### config.mk
export PLATFORM = sky130hd
export DESIGN_NAME = lcd_cmd_sequencer
export DESIGN_NICKNAME = d
export VERILOG_FILES = /design/src/rtl/lcd_cmd_sequencer_pkg.sv /design/src/rtl/lcd_cmd_sequencer_fifo.sv /design/src/rtl/lcd_cmd_sequencer.sv
export SDC_FILE = /design/constraint.sdc
export NUM_CORES = 1
export LEC_CHECK = 0
export BUFFER_PORTS_ARGS = -buffer_cell sky130_fd_sc_hd__buf_2
export CAP_MARGIN = 20
export CORE_MARGIN = 8
export CORE_UTILIZATION = 25
export CTS_CLUSTER_SIZE = 12
export DETAILED_ROUTE_END_ITERATION = 12
export PLACE_DENSITY = 0.39
export REMOVE_ABC_BUFFERS = 1
export SLEW_MARGIN = 20
export SYNTH_ARGS = -nofsm -noshare
export SYNTH_HDL_FRONTEND = slang
export SYNTH_SLANG_ARGS = --single-unit
### constraint.sdc
create_clock -name clk -period 5.5 [get_ports clk]
set_input_delay 1.65 -clock clk [delete_from_list [all_inputs] [get_ports clk]]
set_output_delay 1.65 -clock clk [all_outputs]
set_load 0.01 [all_outputs]
### src/rtl/lcd_cmd_sequencer_pkg.sv
// lcd_pkg: shared definitions for the LCD command sequencer.
//   CMD_W            opcode width
//   CMD_WRITE ..     opcode values understood by the LCD image controller
//   CMD_MIRROR_Y
//   state_t          sequencer FSM state encoding
//   is_droppable()   true for opcodes outside the controller's defined set (12-15)
package lcd_pkg;

  localparam int CMD_W = 4;

  localparam logic [CMD_W-1:0] CMD_WRITE       = 4'd0;
  localparam logic [CMD_W-1:0] CMD_SHIFT_UP    = 4'd1;
  localparam logic [CMD_W-1:0] CMD_SHIFT_DOWN  = 4'd2;
  localparam logic [CMD_W-1:0] CMD_SHIFT_LEFT  = 4'd3;
  localparam logic [CMD_W-1:0] CMD_SHIFT_RIGHT = 4'd4;
  localparam logic [CMD_W-1:0] CMD_MAX         = 4'd5;
  localparam logic [CMD_W-1:0] CMD_MIN         = 4'd6;
  localparam logic [CMD_W-1:0] CMD_AVG         = 4'd7;
  localparam logic [CMD_W-1:0] CMD_ROTATE_CCW  = 4'd8;
  localparam logic [CMD_W-1:0] CMD_ROTATE_CW   = 4'd9;
  localparam logic [CMD_W-1:0] CMD_MIRROR_X    = 4'd10;
  localparam logic [CMD_W-1:0] CMD_MIRROR_Y    = 4'd11;

  typedef enum logic [2:0] {
    ST_IDLE      = 3'd0,
    ST_ISSUE     = 3'd1,
    ST_GUARD     = 3'd2,
    ST_WAIT      = 3'd3,
    ST_WAIT_DONE = 3'd4,
    ST_HALT      = 3'd5
  } state_t;

  function automatic logic is_droppable(input logic [CMD_W-1:0] op);
    return (op > CMD_MIRROR_Y);
  endfunction

endpackage

### src/rtl/lcd_cmd_sequencer_fifo.sv
// lcd_cmd_fifo: DEPTH x W synchronous FIFO with show-ahead read.
//   clk    in   clock, rising edge
//   reset  in   asynchronous active-high reset (empties the FIFO)
//   push   in   write din (ignored when full)
//   pop    in   discard head (ignored when empty)
//   din    in   W-bit write data
//   dout   out  current head entry, valid while !empty
//   full   out  DEPTH entries held
//   empty  out  no entries held
//   count  out  occupancy, 0..DEPTH
// The head is read combinationally so the consumer can capture it on the
// same edge that pops it.
module lcd_cmd_fifo #(
  parameter int DEPTH = 8,
  parameter int W     = 4
) (
  input  logic                     clk,
  input  logic                     reset,
  input  logic                     push,
  input  logic                     pop,
  input  logic [W-1:0]             din,
  output logic [W-1:0]             dout,
  output logic                     full,
  output logic                     empty,
  output logic [$clog2(DEPTH):0]   count
);

  localparam int AW = $clog2(DEPTH);
  localparam logic [AW:0] FULL_CNT = (AW+1)'(DEPTH);

  logic [W-1:0]  r_mem [DEPTH];
  logic [AW-1:0] r_wr_ptr;
  logic [AW-1:0] r_rd_ptr;
  logic [AW:0]   r_count;
  logic          w_push_en;
  logic          w_pop_en;

  assign full      = (r_count == FULL_CNT);
  assign empty     = (r_count == '0);
  assign count     = r_count;
  assign dout      = r_mem[r_rd_ptr];
  assign w_push_en = push && !full;
  assign w_pop_en  = pop && !empty;

  // Storage is not reset; emptiness is tracked purely by the pointers/count.
  always_ff @(posedge clk) begin
    if (w_push_en) begin
      r_mem[r_wr_ptr] <= din;
    end
  end

  // DEPTH is a power of two, so the pointers wrap naturally.
  always_ff @(posedge clk or posedge reset) begin
    if (reset) begin
      r_wr_ptr <= '0;
      r_rd_ptr <= '0;
      r_count  <= '0;
    end else begin
      if (w_push_en) begin
        r_wr_ptr <= r_wr_ptr + 1'b1;
      end
      if (w_pop_en) begin
        r_rd_ptr <= r_rd_ptr + 1'b1;
      end
      case ({w_push_en, w_pop_en})
        2'b10:   r_count <= r_count + 1'b1;
        2'b01:   r_count <= r_count - 1'b1;
        default: r_count <= r_count;
      endcase
    end
  end

endmodule

### src/rtl/lcd_cmd_sequencer.sv
// lcd_cmd_sequencer: buffers host opcodes and issues them one at a time to
// the LCD image controller, halting for good once a Write has completed.
//   clk            in   clock, rising edge
//   reset          in   asynchronous active-high reset
//   in_valid       in   host offers in_cmd
//   in_cmd         in   opcode (0 Write, 1-11 image operations)
//   in_ready       out  FIFO accepts; transfer on in_valid && in_ready
//   lcd_cmd        out  last issued opcode (registered)
//   lcd_cmd_valid  out  one-cycle issue strobe (registered)
//   lcd_busy       in   controller busy (image load or execution)
//   lcd_done       in   controller finished the Write
//   seq_done       out  sticky: Write completed, sequencer halted
//   fifo_count     out  FIFO occupancy
//   issued_cnt     out  saturating count of issued commands
//   drop_cnt       out  saturating count of discarded opcodes 12-15
//                       (only when LCD_SEQ_FILTER_EN is defined)
// Build option LCD_SEQ_FILTER_EN: when defined, head opcodes 12-15 are popped
// and discarded in IDLE instead of being issued.
module lcd_cmd_sequencer
  import lcd_pkg::*;
#(
  parameter int DEPTH = 8,
  parameter int CNT_W = 8
) (
  input  logic                    clk,
  input  logic                    reset,
  input  logic                    in_valid,
  input  logic [CMD_W-1:0]        in_cmd,
  output logic                    in_ready,
  output logic [CMD_W-1:0]        lcd_cmd,
  output logic                    lcd_cmd_valid,
  input  logic                    lcd_busy,
  input  logic                    lcd_done,
  output logic                    seq_done,
  output logic [$clog2(DEPTH):0]  fifo_count,
  output logic [CNT_W-1:0]        issued_cnt
`ifdef LCD_SEQ_FILTER_EN
  ,
  output logic [CNT_W-1:0]        drop_cnt
`endif
);

  state_t             r_state;
  state_t             w_state_next;
  logic [CMD_W-1:0]   r_lcd_cmd;
  logic               r_lcd_cmd_valid;
  logic               r_seq_done;
  logic [CNT_W-1:0]   r_issued_cnt;
  logic               w_full;
  logic               w_empty;
  logic               w_push;
  logic               w_pop;
  logic               w_issue;
  logic [CMD_W-1:0]   w_head;
`ifdef LCD_SEQ_FILTER_EN
  logic               w_drop;
  logic [CNT_W-1:0]   r_drop_cnt;
`endif

  assign in_ready      = !w_full && !r_seq_done;
  assign w_push        = in_valid && in_ready;
  assign lcd_cmd       = r_lcd_cmd;
  assign lcd_cmd_valid = r_lcd_cmd_valid;
  assign seq_done      = r_seq_done;
  assign issued_cnt    = r_issued_cnt;

  lcd_cmd_fifo #(
    .DEPTH (DEPTH),
    .W     (CMD_W)
  ) u_fifo (
    .clk   (clk),
    .reset (reset),
    .push  (w_push),
    .pop   (w_pop),
    .din   (in_cmd),
    .dout  (w_head),
    .full  (w_full),
    .empty (w_empty),
    .count (fifo_count)
  );

  always_ff @(posedge clk or posedge reset) begin
    if (reset) begin
      r_state <= ST_IDLE;
    end else begin
      r_state <= w_state_next;
    end
  end

  always_comb begin
    w_state_next = r_state;
    w_pop        = 1'b0;
    w_issue      = 1'b0;
`ifdef LCD_SEQ_FILTER_EN
    w_drop       = 1'b0;
`endif
    case (r_state)
      ST_IDLE: begin
        if (!w_empty && !r_seq_done) begin
`ifdef LCD_SEQ_FILTER_EN
          // Undefined opcodes never reach the controller, busy or not.
          if (is_droppable(w_head)) begin
            w_pop  = 1'b1;
            w_drop = 1'b1;
          end else
`endif
          if (!lcd_busy) begin
            w_pop        = 1'b1;
            w_issue      = 1'b1;
            w_state_next = ST_ISSUE;
          end
        end
      end
      ST_ISSUE: begin
        w_state_next = ST_GUARD;
      end
      // The controller raises busy only on the edge after it accepts the
      // strobe, so busy is not trusted until one cycle later.
      ST_GUARD: begin
        w_state_next = (r_lcd_cmd == CMD_WRITE) ? ST_WAIT_DONE : ST_WAIT;
      end
      ST_WAIT: begin
        if (!lcd_busy) begin
          w_state_next = ST_IDLE;
        end
      end
      ST_WAIT_DONE: begin
        if (lcd_done) begin
          w_state_next = ST_HALT;
        end
      end
      ST_HALT: begin
        w_state_next = ST_HALT;
      end
      default: begin
        w_state_next = ST_IDLE;
      end
    endcase
  end

  always_ff @(posedge clk or posedge reset) begin
    if (reset) begin
      r_lcd_cmd       <= '0;
      r_lcd_cmd_valid <= 1'b0;
      r_seq_done      <= 1'b0;
      r_issued_cnt    <= '0;
    end else begin
      r_lcd_cmd_valid <= w_issue;
      if (w_issue) begin
        r_lcd_cmd <= w_head;
      end
      if ((r_state == ST_ISSUE) && (r_issued_cnt != '1)) begin
        r_issued_cnt <= r_issued_cnt + CNT_W'(1);
      end
      if ((r_state == ST_WAIT_DONE) && lcd_done) begin
        r_seq_done <= 1'b1;
      end
    end
  end

`ifdef LCD_SEQ_FILTER_EN
  assign drop_cnt = r_drop_cnt;

  always_ff @(posedge clk or posedge reset) begin
    if (reset) begin
      r_drop_cnt <= '0;
    end else if (w_drop && (r_drop_cnt != '1)) begin
      r_drop_cnt <= r_drop_cnt + CNT_W'(1);
    end
  end
`endif

endmodule

Yosys cells after proc, flatten, opt, wreduce, memory -nomap -nowiden
Memories as Yosys holds them, arrays and structs flattened. A register that Yosys moved wholly into a read port is not among the register bits.
Cells that the tools add are included.
- bits in registers: 23
- bits in writable memories: 32
- input bits: 9
- output and inout bits: 19
- word-level logic and storage cells: 53
- memories kept: 1
- add/subtract/negate cells: 5
- equal/unequal tests: 13
- mux-type cells: 12
- reductions and logical operators: 15
- memory list (memory ; words ; bits a word ; read ports ; clocked after memory_dff ; write ports ; line ; text):
    u_fifo.r_mem ; 8 ; 4 ; 1 ; 1 ; 1 ; lcd_cmd_sequencer_fifo.sv:31 ; logic [W-1:0] r_mem [DEPTH];
- operator list (operator ; count):
    3-bit case mux with 6 select lines ; 1
    3-bit two-way mux ; 5
    8-bit by 1-bit adder with 8-bit output (second input constant) ; 1
    4-bit logical NOT ; 2
    2-bit inequality test (second input constant) ; 4
    8-bit inequality test (second input constant) ; 1
    4-bit case mux with 2 select lines ; 1
    1-bit logical AND ; 7
    3-bit by 1-bit adder with 3-bit output (second input constant) ; 2
    3-bit by 2-bit equality test with 1-bit output (second input constant) ; 2
    3-bit equality test (second input constant) ; 2
    1-bit two-way mux ; 5
    4-bit by 1-bit adder with 4-bit output (second input constant) ; 1
    4-bit equality test (second input constant) ; 1
    4-bit AND reduction ; 1
    4-bit by 1-bit subtractor with 4-bit output (second input constant) ; 1
    3-bit by 1-bit equality test with 1-bit output (second input constant) ; 1
    1-bit logical NOT ; 3
    3-bit logical NOT ; 1
    2-bit by 1-bit equality test with 1-bit output (second input constant) ; 1
    2-bit equality test (second input constant) ; 1
    2-bit nonzero test ; 1

Depth between registers and ports, before layout
- depth in word-level cells: 8
- gate-level depth with buffers: 10
- depth with buffers taken out: 9

Hierarchy
Synthesis repeated with hierarchy kept, for this count alone.
- cells, all modules: 188
- area, all modules: 2707.6 sq um
- modules (own cells, without submodules) (module ; instances ; cells each ; area each (sq um) ; sequential area each (sq um)):
    lcd_cmd_fifo ; 1 ; 114 ; 1858.0 ; 1211.2
    lcd_cmd_sequencer ; 1 ; 74 ; 849.6 ; 425.4

Worst setup path before layout
OpenSTA, ideal clock, no wires.
- path kind: input to register
- start point: input port lcd_busy
- end point: register u_fifo.r_count[3], in the netlist u_fifo.count[3]
- setup time: 0.134 ns
- arrival: 3.358 ns
- required time: 5.366 ns
- slack: 2.008 ns
- cell stages on the path: 9
- path buffers: 1
- cells stage by stage: or4_4 -> nor3_4 -> buf_6 -> ha_1 -> ha_1 -> inv_1 -> or3_1 -> nand4b_1 -> o211ai_1
- word-level cells in the longest chain between the ends: 6
- elaborated cells between the ends (all ways): 8
- classes of those cells: 2 x eq/ne; 4 x mux; 2 x reduce/logical
- RTL lines (item ; line ; text):
    start, declared ; lcd_cmd_sequencer.sv:32 ; input logic lcd_busy,
    1-bit two-way mux (*) ; lcd_cmd_sequencer.sv:107 ; if (!lcd_busy) begin
    1-bit two-way mux (*) ; lcd_cmd_sequencer.sv:99 ; if (!w_empty && !r_seq_done) begin
    1-bit two-way mux (*) ; lcd_cmd_sequencer.sv:97 ; case (r_state)
    1-bit logical AND (*) ; lcd_cmd_sequencer_fifo.sv:43 ; assign w_pop_en = pop && !empty;
    net u_fifo.w_pop_en ; lcd_cmd_sequencer_fifo.sv:36 ; logic w_pop_en;
    2-bit by 1-bit equality test with 1-bit output or 2-bit equality test (tied branches) ; lcd_cmd_sequencer_fifo.sv:65 ; case ({w_push_en, w_pop_en})
    4-bit case mux with 2 select lines or 2-bit nonzero test (tied branches) ; - ;
    end signal, assigned ; lcd_cmd_sequencer_fifo.sv:66 ; 2'b10: r_count <= r_count + 1'b1;
    end signal, assigned ; lcd_cmd_sequencer_fifo.sv:67 ; 2'b01: r_count <= r_count - 1'b1;
    end signal, assigned ; lcd_cmd_sequencer_fifo.sv:68 ; default: r_count <= r_count;
    end, declared ; lcd_cmd_sequencer_fifo.sv:34 ; logic [AW:0] r_count;
The timed path passes the listed nets; every way through them passes the cells marked *.
A chain may end at the register's enable or synchronous reset.

Worst setup path after layout
- start point: input port lcd_busy
- end point: register u_fifo.r_count[3], in the netlist u_fifo.count[3]
- word-level cells in the longest chain between the ends: 6
- elaborated cells between the ends (all ways): 8
- classes of those cells: 2 x eq/ne; 4 x mux; 2 x reduce/logical
- RTL lines (item ; line):
    1-bit two-way mux (*) ; lcd_cmd_sequencer.sv:107
    1-bit two-way mux (*) ; lcd_cmd_sequencer.sv:99
    1-bit two-way mux (*) ; lcd_cmd_sequencer.sv:97
    1-bit logical AND (*) ; lcd_cmd_sequencer_fifo.sv:43
    2-bit by 1-bit equality test with 1-bit output or 2-bit equality test (tied branches) ; lcd_cmd_sequencer_fifo.sv:65
    4-bit case mux with 2 select lines or 2-bit nonzero test (tied branches) ; -
Mark *: on every way between the ends. The rest lies on a longest branch, timed or not.

==> impl_metrics.py <==
metrics = {
    "outcome": {
        "status": "completed",
    },
    "timing": {
        "fin_crit_sh_pct": 65.2,
        "final-hold-violation-count": 0,
        "worst_pin_slew_ps": 763,
        "relSlewSlack_pct": 48.7,
        "layout_setup_ws_ps": 1910,
        "setup_violations": 0,
        "rsz0062_at_grt": "false",
        "whs_ps": 491,
        "period_needed_ps": 3590,
        "clock_skew_ps": 11.6,
        "finalSetupTns_ps": 0,
        "max_freq_ghz": 0.279,
        "maxSlewViolCount": 0,
    },
    "power_and_ir_drop": {
        "p_leak_nw": 1.23,
        "power_density_nw_per_um2": 550,
        "irDropWorstVdd_v": 0.000160,
        "power.internal_mw": 1.10,
        "total_power_mw": 1.71,
        "swShare_pct": 35.4,
        "pwr-share-seq_pct": 43.7,
        "switchingPower_mw": 0.604,
        "pwr-share-clk_pct": 26.3,
        "p_comb_share_pct": 30.1,
    },
    "clock_tree": {
        "clock-root-buffer": "clkbuf_8",
        "cts_hold_buf": 0,
        "post-cts-setup-buffers": 0,
        "clkSinkCount": 59,
        "clk_pin_slew_ps": 80,
        "cts_resized": 0,
        "cts_tree": "yes",
        "clkLatencyLatePin_ps": 340,
        "cts_buffer_depth": 2,
        "htreeDepth": 3,
        "cts_buffers": 9,
    },
    "place": {
        "dp_hpwl_um": 3590,
        "pre_cts_ws_ps": 1560,
        "dp_cells": 342,
        "io_buffers": 27,
        "finalWeightedCongestion": 0.742,
    },
    "die": {
        "fp.dieH_um": 118,
        "num_io_pins": 28,
        "die_w_um": 118,
        "core_region_area_um2": 10200,
        "initial_utilization_pct": 25.5,
        "die_area_um2": 14000,
        "rows": 37,
    },
    "cells_and_area": {
        "multiInputGateArea_um2": 885,
        "antennaDiodeCount": 0,
        "drive_above_1_share_pct": 26.1,
        "final_cell_mix": "edfxtp_1, buf_2, dfrtp_1",
        "fillCellCount": 1053,
        "regArea_um2": 1640,
        "syn_to_final_growth_pct": 18.7,
        "fin_nets": 233,
        "layout_commonest_cell": "edfxtp_1",
        "layout.cells.non_filler": 358,
    },
    "detailed_routing": {
        "wl_met2_um": 2380,
        "routed.top_layer": "met4",
        "drt_wl_total_um": 5090,
        "viasPerCell": 4.32,
        "final_antenna_net_count": 0,
        "first_pass_iters": 4,
        "drc": 0,
        "drtIter0Drc": 86,
        "wl_per_cell_um": 14.2,
        "wl_met3_um": 267,
        "vias": 1545,
        "wl_met1_um": 2360,
    },
    "synthesis": {
        "ys_seq_area_share_pct": 62.7,
        "ys.flop_type": "edfxtp_1",
        "syn-cell-area_um2": 2610,
        "avgSynthCellArea_um2": 14.2,
        "synth_cells": 184,
        "ys_ff_latch": 59,
        "synth_warnings": 0,
        "synth_enable_flop_cells": 32,
        "synth-async-reset-ratio_pct": 45.8,
        "synth_top_area_share_pct": 36.8,
        "synth_top_area_cell": "edfxtp_1",
        "yosysUniqueCellTypes": 39,
        "yosys-top-cells-area": "edfxtp_1, dfrtp_1, mux4_2",
    },
    "global_routing": {
        "grt_max_degree": 28,
        "grtUsageTotal_pct": 8.07,
        "overflow": 0,
        "first_global_vias": 1598,
        "antenna_found_initial": 0,
        "grt_pass1_wl_um": 8740,
    },
    "setup_path": {
        "crit_arrival_ps": 3790,
        "cp.required_ps": 5710,
        "crit_start": "lcd_busy",
        "reg2reg_from": "r_state[2]$_DFFE_PP0P_",
        "end_kind": "register",
        "path_class": "in -> reg",
        "cp-start-kind": "primary input",
        "cp_max_fo": 12,
    },
    "min_path": {
        "hp-class": "reg -> reg",
        "hp-start": "issued_cnt[7]$_DFFE_PP0P_",
    },
    "run": {
        "cap_violations": 0,
    },
}
[per-stage QoR]
step,utilization (%),cell area [µm²]
2_1_floorplan,-,2560
3_3_place_gp,28.1,2880
3_5_place_dp,28.1,2880
4_1_cts,30.3,3100
5_1_grt,30.3,3100
6_report,30.3,3100
[per-layer routing]
| metal | track usage, % | vias to the layer above |
|---|---|---|
| met1 | 10.3 | 759 |
| met3 | 3.38 | 6 |
| met5 | 0 | - |
| li1 | - | 747 |
| met2 | 11.7 | 33 |
| met4 | 3.60 | 0 |
[final cells by class]
class | instances | area share [%]
timing repair buffer | 28 | 4.60
sequential | 59 | 52.8
inverter | 11 | 1.33
tap | 136 | 5.49
clock inverter | 7 | 3.23
clock buffer | 9 | 4.00
multi-input combinational | 108 | 28.5
[cell families after synthesis]
| logic type | share of synthesized area (%) |
|---|---|
| xor gates and xnor gates | 4.36 |
| buffers and inverters | 3.45 |
| DFF | 62.7 |
| and+or+nand+nor | 9.92 |
| muxes | 10.8 |
| adders and majority gates | 3.64 |
| AOI/OAI and AO/OA | 5.17 |
[worst max-delay path, stage by stage]
cell and delay, ps:
buf_2 120, or4_4 440, nor3_4 410, ha_1 370, ha_1 270, a21oi_1 230, o21ai_0 150, nand2_1 80
o211ai_1 80
[power by group through the flow]
| stage | Sequential [mW] | Combinational [mW] | Clock [mW] |
|---|---|---|---|
| detailed placement | 0.760 | 0.527 | 0 |
| floorplan | 0.742 | 0.353 | 0 |
| CTS | 0.752 | 0.528 | 0.464 |
| global placement | 0.763 | 0.525 | 0 |
| global route | 0.774 | 0.582 | 0.487 |
| finish | 0.745 | 0.513 | 0.448 |
[Yosys cell counts (all sizes together) (2+ instances only)]
cell type	number
a21oi	8
buf	3
clkbuf	3
dfrtp	27
edfxtp	32
ha	6
inv	11
mux2	3
mux2i	6
mux4	8
nand2	10
nand2b	3
nand3	3
nor2	15
nor3	8
nor4	3
o211ai	2
o21ai	5
or3	3
or4	2
xnor2	4
xor2	9
[state kept, by name, summed over array words and instances, names as in the netlist]
| register | count |
|---|---|
| r_state | 3 |
| u_fifo.count | 4 |
| lcd_cmd_valid | 1 |
| lcd_cmd | 4 |
| issued_cnt | 8 |
| seq_done | 1 |
| u_fifo.r_wr_ptr | 3 |
| u_fifo.r_rd_ptr | 3 |
| u_fifo.r_mem | 32 |
[worst paths after layout]
kind | slack [ps] | endpoint | cells past startpoint
min in group asynchronous | 1360 | u_fifo.r_wr_ptr[1]$_DFFE_PP0P_ | 3
worst max-delay path | 1910 | u_fifo.count[3]$_DFFE_PP0P_ | 9
worst max register to register | 2720 | u_fifo.count[3]$_DFFE_PP0P_ | 8
worst min-delay path | 490 | issued_cnt[7]$_DFFE_PP0P_ | 1
worst min register to register | 490 | issued_cnt[7]$_DFFE_PP0P_ | 1
max in group asynchronous | 3860 | issued_cnt[5]$_DFFE_PP0P_ | 3
Note: power is estimated with default switching activity, not from simulation.
